### config.mk
export PLATFORM = sky130hd
export DESIGN_NAME = lsu_sequencer
export DESIGN_NICKNAME = d
export VERILOG_FILES = /design/src/rtl/lsu_pkg.sv /design/src/rtl/lsu_align_check.sv /design/src/rtl/lsu_sequencer.sv
export SDC_FILE = /design/constraint.sdc
export NUM_CORES = 1
export LEC_CHECK = 0
export ABC_AREA = 1
export BUFFER_PORTS_ARGS = -buffer_cell sky130_fd_sc_hd__buf_4
export CELL_PAD_IN_SITES_DETAIL_PLACEMENT = 1
export CELL_PAD_IN_SITES_GLOBAL_PLACEMENT = 2
export CORE_UTILIZATION = 26
export DETAILED_ROUTE_END_ITERATION = 10
export PLACE_DENSITY = 0.75
export SKIP_CTS_REPAIR_TIMING = 1
export SLEW_MARGIN = 20
export SYNTH_ARGS = -nofsm -noshare
export SYNTH_HDL_FRONTEND = slang
export SYNTH_SLANG_ARGS = --single-unit
export TNS_END_PERCENT = 1
### constraint.sdc
create_clock -name cpu_clk -period 1.72 [get_ports cpu_clk]
set_clock_uncertainty 0.2 [all_clocks]
set_input_delay 0.172 -clock cpu_clk [delete_from_list [all_inputs] [get_ports cpu_clk]]
set_output_delay 0.172 -clock cpu_clk [all_outputs]
set_load 0.1 [all_outputs]
### src/rtl/lsu_pkg.sv
// Shared encodings for the load/store unit: funct3 access sizes, trap causes, sequencer states.
// Latency: n/a (constants and types only).
// Backpressure: n/a.
package lsu_pkg;

  // funct3 encodings for loads/stores
  localparam logic [2:0] LS_B  = 3'b000;
  localparam logic [2:0] LS_H  = 3'b001;
  localparam logic [2:0] LS_W  = 3'b010;
  localparam logic [2:0] LS_BU = 3'b100;
  localparam logic [2:0] LS_HU = 3'b101;

  // mcause values for misaligned accesses
  localparam logic [3:0] EXC_LOAD_MISALIGN  = 4'd4;
  localparam logic [3:0] EXC_STORE_MISALIGN = 4'd6;

  typedef enum logic [1:0] {
    ST_IDLE      = 2'd0,
    ST_ISSUE     = 2'd1,
    ST_LOAD_DATA = 2'd2,
    ST_STORE_WR  = 2'd3
  } lsu_state_t;

endpackage

### src/rtl/lsu_align_check.sv
// Flags an access whose byte address is not a multiple of its size (H/HU on odd, W off word boundary).
// Latency: purely combinational.
// Backpressure: none; evaluated every cycle.
module lsu_align_check
  import lsu_pkg::*;
(
  input  logic [2:0] i_type,
  input  logic [1:0] i_addr_lo,
  output logic       o_misaligned
);

  // byte accesses are always aligned; unknown encodings are not flagged here
  always_comb begin
    o_misaligned = 1'b0;
    case (i_type)
      LS_H, LS_HU: o_misaligned = i_addr_lo[0];
      LS_W:        o_misaligned = |i_addr_lo;
      default:     o_misaligned = 1'b0;
    endcase
  end

endmodule

### src/rtl/lsu_sequencer.sv
// Sequences one EX-stage memory request at a time onto registered data-memory control lines.
// Latency: load accept -> wb_valid 2 cycles; store W busy 1 cycle, store B/H busy 2 (read then write).
// Backpressure: req_ready is high only in IDLE; misaligned or no-op requests are absorbed in IDLE.
module lsu_sequencer
  import lsu_pkg::*;
#(
  parameter int ADDR_W = 32,
  parameter int DATA_W = 32,
  parameter int RD_W   = 5
) (
  input  logic              cpu_clk,
  input  logic              rst_n,
  input  logic              req_valid,
  output logic              req_ready,
  input  logic              req_load,
  input  logic              req_store,
  input  logic [2:0]        req_type,
  input  logic [ADDR_W-1:0] req_addr,
  input  logic [DATA_W-1:0] req_wdata,
  input  logic [RD_W-1:0]   req_rd,
  output logic              mem_load,
  output logic              mem_store,
  output logic [2:0]        mem_type,
  output logic [ADDR_W-1:0] mem_addr,
  output logic [DATA_W-1:0] mem_wdata,
  input  logic [DATA_W-1:0] mem_q,
  output logic              wb_valid,
  output logic [RD_W-1:0]   wb_rd,
  output logic [DATA_W-1:0] wb_data,
  output logic              exc_valid,
  output logic [3:0]        exc_cause,
  output logic [ADDR_W-1:0] exc_addr
);

  lsu_state_t r_state;
  lsu_state_t w_state_nxt;

  logic              r_is_load;
  logic              r_mem_load;
  logic              r_mem_store;
  logic [2:0]        r_mem_type;
  logic [ADDR_W-1:0] r_mem_addr;
  logic [DATA_W-1:0] r_mem_wdata;
  logic [RD_W-1:0]   r_rd;
  logic              r_wb_vld;
  logic [RD_W-1:0]   r_wb_rd;
  logic [DATA_W-1:0] r_wb_data;
  logic              r_exc_vld;
  logic [3:0]        r_exc_cause;
  logic [ADDR_W-1:0] r_exc_addr;

  logic w_accept;
  logic w_is_load;
  logic w_is_store;
  logic w_misaligned;
  logic w_issue;
  logic w_exc;
  logic w_mem_load_nxt;
  logic w_mem_store_nxt;
  logic w_wb_fire;

  lsu_align_check u_align (
    .i_type       (req_type),
    .i_addr_lo    (req_addr[1:0]),
    .o_misaligned (w_misaligned)
  );

  // load wins when both direction bits are set
  assign req_ready  = (r_state == ST_IDLE);
  assign w_accept   = req_valid && req_ready;
  assign w_is_load  = req_load;
  assign w_is_store = req_store && !req_load;
  assign w_issue    = w_accept && (w_is_load || w_is_store) && !w_misaligned;
  assign w_exc      = w_accept && (w_is_load || w_is_store) && w_misaligned;

  // state register
  always_ff @(posedge cpu_clk or negedge rst_n) begin
    if (!rst_n) r_state <= ST_IDLE;
    else        r_state <= w_state_nxt;
  end

  // next state plus next value of the registered memory strobes
  always_comb begin
    w_state_nxt     = r_state;
    w_mem_load_nxt  = 1'b0;
    w_mem_store_nxt = 1'b0;
    w_wb_fire       = 1'b0;
    case (r_state)
      ST_IDLE: begin
        if (w_issue) begin
          w_state_nxt     = ST_ISSUE;
          w_mem_load_nxt  = w_is_load;
          w_mem_store_nxt = w_is_store;
        end
      end
      ST_ISSUE: begin
        if (r_is_load) begin
          w_state_nxt = ST_LOAD_DATA;
        end else if (r_mem_type == LS_W) begin
          w_state_nxt = ST_IDLE;
        end else begin
          // sub-word store: memory reads in ISSUE, merges and writes in STORE_WR
          w_state_nxt     = ST_STORE_WR;
          w_mem_store_nxt = 1'b1;
        end
      end
      ST_LOAD_DATA: begin
        w_state_nxt = ST_IDLE;
        w_wb_fire   = 1'b1;
      end
      ST_STORE_WR: begin
        w_state_nxt = ST_IDLE;
      end
      default: begin
        w_state_nxt = ST_IDLE;
      end
    endcase
  end

  // memory control lines and request latches; addr/type/wdata move only on accept
  always_ff @(posedge cpu_clk or negedge rst_n) begin
    if (!rst_n) begin
      r_mem_load  <= 1'b0;
      r_mem_store <= 1'b0;
      r_is_load   <= 1'b0;
      r_mem_type  <= '0;
      r_mem_addr  <= '0;
      r_mem_wdata <= '0;
      r_rd        <= '0;
    end else begin
      r_mem_load  <= w_mem_load_nxt;
      r_mem_store <= w_mem_store_nxt;
      if (w_accept) begin
        r_is_load   <= w_is_load;
        r_mem_type  <= req_type;
        r_mem_addr  <= req_addr;
        r_mem_wdata <= req_wdata;
        r_rd        <= req_rd;
      end
    end
  end

  // writeback and exception pulses; they are set from different states so never overlap
  always_ff @(posedge cpu_clk or negedge rst_n) begin
    if (!rst_n) begin
      r_wb_vld    <= 1'b0;
      r_wb_rd     <= '0;
      r_wb_data   <= '0;
      r_exc_vld   <= 1'b0;
      r_exc_cause <= '0;
      r_exc_addr  <= '0;
    end else begin
      r_wb_vld  <= w_wb_fire;
      r_exc_vld <= w_exc;
      if (w_wb_fire) begin
        r_wb_data <= mem_q;
        r_wb_rd   <= r_rd;
      end
      if (w_exc) begin
        r_exc_cause <= w_is_load ? EXC_LOAD_MISALIGN : EXC_STORE_MISALIGN;
        r_exc_addr  <= req_addr;
      end
    end
  end

  assign mem_load  = r_mem_load;
  assign mem_store = r_mem_store;
  assign mem_type  = r_mem_type;
  assign mem_addr  = r_mem_addr;
  assign mem_wdata = r_mem_wdata;
  assign wb_valid  = r_wb_vld;
  assign wb_rd     = r_wb_rd;
  assign wb_data   = r_wb_data;
  assign exc_valid = r_exc_vld;
  assign exc_cause = r_exc_cause;
  assign exc_addr  = r_exc_addr;

endmodule

; ---- Word-level counts from Yosys, hierarchy flattened
; Cells that the tools add are included.
[op_classes]
muxes = 13
reduce_logical = 12
n_eq_ne = 8
[ops]
columns = op, count
row1 = 2-to-1 mux 2 bit, 4
row2 = equality test 3 x 2 -> 1 bit (second input constant), 2
row3 = 2-to-1 mux 1 bit, 6
row4 = one-hot mux 2 bit (3 select lines), 1
row5 = OR reduction 2 bit, 3
row6 = logical AND 1 bit, 5
row7 = equality test 2 bit (second input constant), 2
row8 = one-hot mux 1 bit (2 select lines), 2
row9 = equality test 3 x 1 -> 1 bit (second input constant), 1
row10 = equality test 3 bit (second input constant), 1
row11 = equality test 2 x 1 -> 1 bit (second input constant), 1
row12 = zero test 1 bit, 2
row13 = zero test 2 bit, 1
row14 = != test 2 x 1 -> 1 bit (second input constant), 1
row15 = logical OR 1 bit, 1
[word_totals]
in_bits = 109
word_cells = 47
output_inout_bits = 145
reg_bits = 152

; ---- Depth between registers and ports, before layout
; Gate-level depths: netlist (run 1).
[logic_depth]
depth_word = 7
depth_mapped = 8
ltp_nobuf = 7

; ---- Hierarchy
; Synthesis (run 1) repeated with hierarchy kept, for this count alone.
[hier_totals]
hier_cells = 645
hier_area_um2 = 5816.8
[modules_own_cells]
columns = mod, area_per_inst_um2, cells_each, instances, seq_area_each_um2
row1 = lsu_sequencer, 5778.0, 636, 1, 3753.6
row2 = lsu_align_check, 38.8, 9, 1, 0.0

; ---- Worst setup path after synthesis (run 1)
; Ideal clock, no wire load.
[synth_timing]
path_kind = reg-to-reg
start = register r_state[0]
end = register r_exc_addr[10] (netlist: exc_addr[10])
synth_period_minus_slack_ns = 2.295
path_stages_with_launch = 8
path_buffers = 1
required_time_ns = 1.398
setup_ns = 0.122
t_arrival_ns = 1.973
slack_ns = -0.575
cell_sequence = dfrtp_1 nor2_2 nand2_2 nor2_4 nand2_4 buf_6 nand2_1 nand2_1
[synth_via]
elab_chain_len = 4
[synth_rtl]
columns = item, line_no
row1 = "start, declared", lsu_sequencer.sv:35  ; lsu_state_t r_state;
row2 = "start signal, assigned", lsu_sequencer.sv:79  ; else r_state <= w_state_nxt;
row3 = zero test 2 bit, lsu_sequencer.sv:69  ; assign req_ready = (r_state == ST_IDLE);
row4 = named net req_ready, lsu_sequencer.sv:14  ; output logic req_ready,
row5 = logical AND 1 bit, lsu_sequencer.sv:70  ; assign w_accept = req_valid && req_ready;
row6 = logical AND 1 bit (2 in series), lsu_sequencer.sv:74  ; assign w_exc = w_accept && (w_is_load || w_is_store) && w_misaligned;
row7 = "end signal, assigned", lsu_sequencer.sv:161  ; r_exc_addr <= req_addr;
row8 = "end, declared", lsu_sequencer.sv:50  ; logic [ADDR_W-1:0] r_exc_addr;
; The timed path passes the listed nets, and every way through them passes these cells.
; A chain may end at the register's enable or synchronous reset.

; ---- Final worst setup path (run 1)
[layout_timing]
start = register r_state[0]
end = output port req_ready
[layout_via]
elab_chain_len = 1
[layout_rtl]
columns = item, line_no
row1 = zero test 2 bit, lsu_sequencer.sv:69
row2 = "end, declared", lsu_sequencer.sv:14
; No other way between the ends.

==> impl_results.md, run 1 <==
* CTS sink count at 150
* Gr ovfl total at 0
* HPWL after DPL at about 13000 um
* Max_cap viols at 0
* Final Max Tran Viols at 0
* DRC at 0
* Hold Fails Final Rpt at 0
* Final setup viols at 0
* Overall Global Routing Usage at 16.5%
* Port Buf Inserts at 251
* H-tree levels at 4
* CTS root buf: clkbuf_16
* Largest net degree at the start of global routing at between 50 and 60
* Commonest cells after routing, fill and taps aside: nand2_1 (370), buf_4 (260), dfrtp_1 (150), dlygate4sd3_1 (107), nand3_1 (37)
* Rows at 54
* Routed wire length at ~20000 um
* Synth Area in Compound Gates at under 10%
* Post-DRT Antenna Nets at 0
* Vias in the first global route at 5347
* RR Startpoint: r_state[0]$_DFFE_PN0P_
* Mapped Avg Cell Area at about 9.1 sq um
* Clk_lat worst skew at between 0.4 and 0.5 ns
* DP Cell Count at about 1200
* HP Class: in -> async
* Die ar. at roughly 23000 sq um
* Synth Area in Simple Gates at between 20% and 30%
* CTS tree: built
* Flops & latches, synth at 150
* Post-synthesis mux area share at 0%
* Initial antenna violation count at 0
* Routed len/inst at ~15 um
* Critical Path Start: r_state[0]$_DFFE_PN0P_
* Maximum clock insertion buffer count at 2
* Syn-to-layout area delta at 66.5%
* Mapped Area at between 5000 and 6000 sq um
* Fin crit period at roughly 1.6 ns
* CP Launch Type: flop
* Arrival time worst endpoint at ~1.3 ns
* Starting Density at 26.6%
* First-pass GRT wire length at 28700 um
* Unique masters post-synth at 19
* Total CTS buffers at 17
* DIE WIDTH at around 150 um
* Mapped Cells at roughly 640
* Crit-path cells: nor2_4 > buf_4
* Worst Reg-to-Reg Cells at 6
* Critical path peak fanout at 2
* # IOs at approximately 250
* Post-route clock period utilization at a little over nine tenths
* Reg-to-reg slack, setup at between 0.1 and 0.15 ns
* Xor/xnor share of the synthesized area at 0%
* Post-Synth Adder-Cell Area at 0%
* Clk slew on worst S/H paths at about 0.06 ns
* Final cell count without fillers at 1295
* Main combinational cell family by area after synthesis: simple AND/OR/NAND/NOR gates
* Iteration-0 DRC Markers at about 190
* Largest stage delay on the critical path at ~0.40 ns
* Worst Path Required at ~1.4 ns
* Die Y at between 150 and 200 um
* Syn. warnings at 0
* Critical path type: reg -> out
* GPL Wtd Cong at between 0.7 and 0.8
* Fmax at between 0.6 and 0.7 GHz
* Worst reg2reg path endpoint: exc_addr[15]$_DFFE_PN0P_
* RSZ-0062 raised after global routing: no
* Via count of the routed design at about 5500
* Layout cells sized above 1 at a little under a third
* CP max stage cell: dfrtp_1
* Status: finished clean
* Final net count at approximately 1100
* Area of the core at between 20000 and 25000 sq um
* Antenna diode instance count at 0
* Routed vias/inst at roughly 4.3
* Sequential-to-total area share from yosys stat at between 60 and 70%
* Commonest non-fill, non-tap cell in the layout: nand2_1
* Initial DRT Pass Iterations at 4
* Crit path capture type: output pin
through the flow:
stage / setup TNS, ns / util, % / instance area, sq um / setup slack [ns] / hold WS, ns
after floorplan: -20.10 / - / 5820 / -0.236 / -0.324
after global placement: 0 / 36.6 / 8000 / 0.175 / -0.116
after detailed placement: 0 / 36.6 / 8000 / 0.0726 / -0.117
after CTS: 0 / 39.3 / 8600 / 0.0556 / -0.579
after global routing: 0 / 44.2 / 9680 / 0.0103 / 0.00982
final: 0 / 44.2 / 9680 / 0.0947 / 0.00447
final cells by class:
type                            instances  area [sq um]
Tap cell                              280           350
Sequential cell                       150          3750
Inverter                               19          71.3
Clock inverter                         12           126
Timing Repair Buffer                  374          3150
Fill cell                            2549         12200
Clock buffer                           20           467
Multi-Input combinational cell        440          1770
worst max-delay path by stage:
| stage | cells after the start | endpoint |
|---|---|---|
| after CTS | 2 | req_ready |
| after detailed placement | 6 | exc_addr[8]$_DFFE_PN0P_ |
| after floorplan | 7 | exc_addr[10]$_DFFE_PN0P_ |
| after global routing | 9 | exc_addr[20]$_DFFE_PN0P_ |
| after global placement | 6 | exc_addr[10]$_DFFE_PN0P_ |
| final | 2 | req_ready |
state kept, by name, summed over array words and instances, names as in the netlist, 2 cells and up:
name,flops
mem_addr,32
exc_addr,32
exc_cause,2
mem_type,3
wb_data,32
mem_wdata,32
r_state,2
r_rd,5
wb_rd,5
logic make-up after synthesis:
group,Yosys count
AND/OR/NAND/NOR,419
AO/OA/AOI/OAI,19
flip-flops,150
buffers and inverters,53
other,1
synthesized netlist by cell type, drive strengths merged:
| cell | n | area (sq um) |
|---|---|---|
| nand2 | 373 | 1410 |
| conb | 1 | 3.75 |
| buf | 25 | 206 |
| inv | 19 | 71.3 |
| nand3 | 37 | 185 |
| a21boi | 1 | 7.51 |
| nor3 | 1 | 5.00 |
| dfrtp | 150 | 3750 |
| o21ai | 18 | 90.1 |
| nor2 | 7 | 36.3 |
| nand3b | 1 | 7.51 |
| clkbuf | 9 | 33.8 |
worst max-delay path: cells and delay by family, from the launching register on:
family / cells / cell delay, ns
and+or+nand+nor: 1 / 0.13
DFF: 1 / 0.40
buffers and inverters: 1 / 0.31
layer usage:
layer  share of wire [%]  track usage, %
met5                   0               0
met4                0.93            4.46
met3                 7.2            6.17
met2                  49            27.4
met1                  43            20.1
Power of run 1 is left out: the tool's default activity adds up to more than one toggle a clock period on the data nets, which glitch-free logic cannot reach.
==> inputs of run 2 (changes only) <==
Settings changed: BUFFER_PORTS_ARGS -buffer_cell sky130_fd_sc_hd__buf_4 to unset, CORE_UTILIZATION 26 to 30, DONT_BUFFER_PORTS set to 1, PLACE_DENSITY 0.75 to 0.65.
==> impl_results.md, run 2 (synthesis gave the netlist of run 1 again) <==
* Clk slew on worst S/H paths at 0.06 ns (about the same)
* Sequential cell area at 3750 sq um (unchanged)
* HPWL after DPL at 12000 um (was 13000 um)
* CTS sink count at 150 (unchanged)
* Maximum clock insertion buffer count at 2 (unchanged)
* Hold Fails Final Rpt at 152 (was 0)
* Post-route clock period utilization at 95.4% (was 94.5%)
* Max_cap viols at 0 (unchanged)
* Starting Density at 30.9% (was 26.6%)
* GPL Wtd Cong at 0.787 (was 0.727)
* Reg-to-reg slack, setup at 0.14 ns (about the same)
* Routed len/inst at 16.1 um (was 15.1 um)
* Die Y at 141 um (was 152 um)
* DRC at 0 (unchanged)
* RSZ-0062 raised after global routing: yes (was no)
* H-tree levels at 4 (unchanged)
* Routed wire length at 18700 um (was 19600 um)
* Commonest cells after routing, fill and taps aside: nand2_1 (370), buf_4 (152), dfrtp_1 (150), dlygate4sd3_1 (106), nand3_1 (37) (was nand2_1 (370), buf_4 (260), dfrtp_1 (150), dlygate4sd3_1 (107), nand3_1 (37))
* Final setup viols at 0 (unchanged)
* Port Buf Inserts at 0 (was 251)
* Critical path peak fanout at 2 (unchanged)
* Setup WS pre-CTS at 0.116 ns (was 0.0726 ns)
* Multi-input logic area at 1770 sq um (unchanged)
* Met1 wire length at 7700 um (was 8320 um)
* Rows at 50 (was 54)
* Final Max Tran Viols at 0 (unchanged)
* Via count of the routed design at 5174 (was 5519)
* Total CTS buffers at 17 (unchanged)
* RR Startpoint: r_state[0]$_DFFE_PN0P_ (unchanged)
* CTS root buf: clkbuf_16 (unchanged)
* Worst reg2reg path endpoint: exc_addr[9]$_DFFE_PN0P_ (was exc_addr[15]$_DFFE_PN0P_)
* # IOs at 254 (unchanged)
* Met2 WL at 9510 um (was 9650 um)
* Area of the core at 18800 sq um (was 21900 sq um)
* Fmax at 0.609 GHz (was 0.615 GHz)
* Post-DRT Antenna Nets at 0 (unchanged)
* Routed wl met3 at 1280 um (was 1410 um)
* DIE WIDTH at 141 um (was 152 um)
* Commonest non-fill, non-tap cell in the layout: nand2_1 (unchanged)
* Critical Path Start: r_state[0]$_DFFE_PN0P_ (unchanged)
* Critical path type: reg -> out (unchanged)
* Die ar. at 19900 sq um (was 23000 sq um)
* Final net count at 997 (was 1111)
* Syn-to-layout area delta at 51.0% (was 66.5%)
* Crit path capture type: output pin (unchanged)
* Routed vias/inst at 4.46 (was 4.26)
* CTS tree: built (unchanged)
* Hold_ws at -0.750 ns (was 0.00447 ns)
* Clk_lat worst skew at 0.42 ns (was 0.41 ns)
* Fin crit period at 1.64 ns (was 1.63 ns)
* Arrival time worst endpoint at 1.27 ns (was 1.25 ns)
* Gr ovfl total at 0 (unchanged)
* Layout cells sized above 1 at 21.1% (was 30.0%)
* Initial DRT Pass Iterations at 4 (unchanged)
* Vias in the first global route at 5161 (was 5347)
* Top layer in use: met4 (unchanged)
* Antenna diode instance count at 0 (unchanged)
* HP Class: in -> async (unchanged)
* Iteration-0 DRC Markers at 204 (was 188)
* Final worst setup slack at 0.0784 ns (was 0.0947 ns)
* Overall Global Routing Usage at 17.9% (was 16.5%)
* Failing checks: negative hold slack
* Status: finished, violations left (was finished clean)
* CP Launch Type: flop (unchanged)
* Worst Path Required at 1.35 ns (about the same)
* Layout fillers at 2174 (was 2549)
* Initial antenna violation count at 0 (unchanged)
* First-pass GRT wire length at 27500 um (was 28700 um)
* Largest net degree at the start of global routing at 151 (was 53)
* Worst Reg-to-Reg Cells at 6 (unchanged)
## run 2: changes by cell type in the layout (fill, tap and decap cells not counted)
cell | previous run | this run
buf_12 | 5 | 2
buf_6 | 2 | 0
bufinv_16 | 2 | 3
clkinv_2 | 5 | 1
buf_4 | 260 | 152
clkinv_4 | 2 | 3
dlygate4sd3_1 | 107 | 106
clkbuf_1 | 0 | 2
## run 2: final cells by class
| type | instances | area share, % |
|---|---|---|
| Clock buffer | 22 | 5.40 |
| Clock inverter | 10 | 1.65 |
| Inverter | 19 | 0.813 |
| Multi-Input combinational cell | 440 | 20.1 |
| Sequential cell | 150 | 42.8 |
| Tap cell | 260 | 3.71 |
| Timing Repair Buffer | 260 | 25.5 |
## run 2: how the worst max path moves through the flow
stage	endpoint	slack, ns	cells after the start
6_report	req_ready	0.08	2
5_1_grt	exc_addr[31]$_DFFE_PN0P_	-0.01	6
4_1_cts	req_ready	0.05	2
3_5_place_dp	exc_addr[30]$_DFFE_PN0P_	0.12	6
3_3_place_gp	exc_addr[2]$_DFFE_PN0P_	0.18	6
2_1_floorplan	exc_addr[10]$_DFFE_PN0P_	-0.24	7
## run 2: routing by layer
metal / global-route usage, % / up-vias
met3: 7.85 / 10
met2: 29.5 / 150
met1: 20.8 / 2569
li1: - / 2445
met4: 5.43 / 0
met5: 0 / -
## run 2: worst max-delay path: stages, from the launching register on
cell and delay [ns]:
dfrtp_1 0.41, nor2_4 0.13, buf_4 0.31
## run 2: through the flow
step,area (sq um),instances,util [%],setup TNS [ns]
finish,8780,1161,46.6,0
global placement,7090,1023,37.6,0
detailed placement,7090,1023,37.6,0
CTS,7710,1055,40.9,0
floorplan,5820,643,-,-20.10
global route,8780,1161,46.6,-0.0133
Power of run 2 is left out for the same reason.
==> inputs of run 3 (changes only) <==
Settings changed: ABC_AREA 1 to unset, CORE_UTILIZATION 30 to 41, PLACE_DENSITY 0.65 to 0.75.
==> impl_results.md, run 3 <==
* Hold Fails Final Rpt at 152 (unchanged)
* First-pass GRT wire length at 21300 um (was 27500 um)
* Post-DRT Antenna Nets at 0 (unchanged)
* Main combinational cell family by area after synthesis: multiplexers (was simple AND/OR/NAND/NOR gates)
* Syn-to-layout area delta at 53.2% (was 51.0%)
* Worst path buffer plus inverter count at 1 (unchanged)
* Post-route clock period utilization at 118% (was 95.4%)
* Mapped Avg Cell Area at 16.8 sq um (was 9.05 sq um)
* Flops & latches, synth at 150 (unchanged)
* CTS root buf: clkbuf_16 (unchanged)
* HP Class: in -> async (unchanged)
* CTS sink count at 150 (unchanged)
* Mapped Cells at 335 (was 642)
* Via count of the routed design at 3915 (was 5174)
* Arrival time worst endpoint at 2.12 ns (was 1.27 ns)
* Starting Density at 42.3% (was 30.9%)
* Xor/xnor share of the synthesized area at 0% (unchanged)
* RSZ-0062 raised after global routing: yes (unchanged)
* Syn. warnings at 0 (unchanged)
* Mapped Area at 5630 sq um (was 5810 sq um)
* Antenna diode instance count at 0 (unchanged)
* Final worst setup slack at -0.303 ns (was 0.0784 ns)
* Critical path peak fanout at 34 (was 2)
* Final setup viols at 99 (was 0)
* Maximum clock insertion buffer count at 2 (unchanged)
* Crit-path cells: or3b_4 > a311oi_4 > buf_12 > mux2_2 (was nor2_4 > buf_4)
* Synth Area in Compound Gates at 1.16% (was 1.68%)
* Worst Path Required at 1.82 ns (was 1.35 ns)
* # IOs at 254 (unchanged)
* Crit path capture type: flop (was output pin)
* Commonest non-fill, non-tap cell in the layout: dfrtp_1 (was nand2_1)
* Synth Area in Simple Gates at 2.00% (was 28.3%)
* DRC at 0 (unchanged)
* DIE WIDTH at 119 um (was 141 um)
* HPWL after DPL at 9510 um (was 12000 um)
* Status: finished, violations left (unchanged)
* Sequential-to-total area share from yosys stat at 66.7% (was 64.6%)
* Die ar. at 14200 sq um (was 19900 sq um)
* Final net count at 704 (was 997)
* Routed vias/inst at 4.99 (was 4.46)
* Largest net degree at the start of global routing at 151 (unchanged)
* CP top delay family: simple AND/OR/NAND/NOR gates (was flip-flops)
* Total CTS buffers at 17 (unchanged)
* Most instantiated library cell after synthesis: dfrtp_1 (was nand2_1)
* Max_cap viols at 0 (unchanged)
* Initial antenna violation count at 0 (unchanged)
* H-tree levels at 4 (unchanged)
* Area of the core at 13300 sq um (was 18800 sq um)
* Vias in the first global route at 3787 (was 5161)
* Final TNS setup at -11.77 ns (was 0 ns)
* GPL Wtd Cong at 0.744 (was 0.787)
* Commonest cells post-synth: dfrtp_1 (150), mux2_2 (135), clkbuf_1 (8) (was nand2_1 (370), dfrtp_1 (150), nand3_1 (37))
* Sequential cell area at 3750 sq um (unchanged)
* Multi-input logic area at 1800 sq um (was 1770 sq um)
* CP max stage cell: or3b_4 (was dfrtp_1)
* Yosys top cell by area: dfrtp_1 (unchanged)
* Routed wire length at 16700 um (was 18700 um)
* Gr ovfl total at 0 (unchanged)
* Post-synth top flop: dfrtp_1 (unchanged)
* Post-Synth Adder-Cell Area at 0% (unchanged)
* Clk slew on worst S/H paths at 0.07 ns (was 0.06 ns)
* CP Launch Type: flop (unchanged)
* Largest stage delay on the critical path at 0.42 ns (was 0.41 ns)
* Layout fillers at 1230 (was 2174)
* Port Buf Inserts at 0 (unchanged)
* Post-synth top area share at 66.7% (was 64.6%)
* Routed len/inst at 21.3 um (was 16.1 um)
* Clk_lat worst skew at 0.42 ns (about the same)
* Iteration-0 DRC Markers at 166 (was 204)
* Critical path type: reg -> reg (was reg -> out)
* Commonest cells after routing, fill and taps aside: dfrtp_1 (150), buf_4 (148), mux2_2 (134), dlygate4sd3_1 (106), clkbuf_16 (17) (was nand2_1 (370), buf_4 (152), dfrtp_1 (150), dlygate4sd3_1 (106), nand3_1 (37))
* Die Y at 119 um (was 141 um)
* Initial DRT Pass Iterations at 4 (unchanged)
* CTS tree: built (unchanged)
* Final Max Tran Viols at 0 (unchanged)
* Fmax at 0.494 GHz (was 0.609 GHz)
* Layout cells sized above 1 at 53.3% (was 21.1%)
* Post-synth EDFFs at 0 (unchanged)
* Hold_ws at -0.763 ns (was -0.750 ns)
* Final cell count without fillers at 784 (was 1161)
* Rows at 42 (was 50)
* Failing checks: negative hold slack, negative setup slack (was negative hold slack)
* Fin crit period at 2.02 ns (was 1.64 ns)
* Ys async rst share at 100% (unchanged)
* Unique masters post-synth at 27 (was 19)
* Overall Global Routing Usage at 20.0% (was 17.9%)
* DP Cell Count at 646 (was 1023)
* Largest cells by area after synthesis: dfrtp_1 (67%), mux2_2 (27%), mux2_1 (1.2%) (was dfrtp_1 (65%), nand2_1 (24%), nand3_1 (3.2%))
* Post-synthesis mux area share at 28.2% (was 0%)
==> run 3: cells by family (layout without fill, tap and decap cells) <==
family,after synthesis,in the layout
multiplexers,141,141
flip-flops,150,150
AO/OA/AOI/OAI,7,7
buffers and inverters,19,291
other,1,2
AND/OR/NAND/NOR,17,17
==> run 3: per-layer routing <==
| metal | vias to the layer above | routed length, um | global-route usage, % | share of wire, % |
|---|---|---|---|---|
| met5 | - | 0 | 0 | 0 |
| met4 | 0 | 398 | 8.07 | 2.4 |
| met3 | 34 | 945 | 6.99 | 5.7 |
| met2 | 153 | 9500 | 34.4 | 57 |
| met1 | 2018 | 5870 | 22.5 | 35 |
| li1 | 1710 | - | - | - |
==> run 3: final timing paths <==
| path | from | end | slack (ns) | cells past startpoint |
|---|---|---|---|---|
| max | r_state[1]$_DFFE_PN0P_ | exc_addr[10]$_DFFE_PN0P_ | -0.30 | 4 |
| min | rst_n | mem_wdata[12]$_DFFE_PN0P_ | -0.76 | 0 |
| max reg2reg | r_state[1]$_DFFE_PN0P_ | exc_addr[10]$_DFFE_PN0P_ | -0.30 | 4 |
| min reg2reg | exc_cause[2]$_DFFE_PN0P_ | exc_cause[2]$_DFFE_PN0P_ | 0.29 | 1 |
| max in group asynchronous | rst_n | r_is_load$_DFFE_PN0P_ | 1.86 | 0 |
| min in group cpu_clk | req_addr[10] | exc_addr[10]$_DFFE_PN0P_ | -0.28 | 1 |
==> run 3: area by class of cell <==
cell class / count / area share [%]
Sequential cell: 150 / 43.6
Timing Repair Buffer: 258 / 26.1
Multi-Input combinational cell: 167 / 20.9
Clock buffer: 18 / 4.98
Tap cell: 176 / 2.56
Clock inverter: 14 / 1.84
Inverter: 1 / 0.0436
==> run 3: through the flow <==
| stage | util (%) | setup WS (ns) | instance area (sq um) |
|---|---|---|---|
| final | 64.8 | -0.303 | 8620 |
| after global routing | 64.8 | -0.352 | 8620 |
| after CTS | 56.7 | -0.285 | 7530 |
| after detailed placement | 52.2 | -0.324 | 6950 |
| after global placement | 52.2 | -0.315 | 6950 |
| after floorplan | - | -0.419 | 5640 |
Power of run 3 is left out for the same reason.
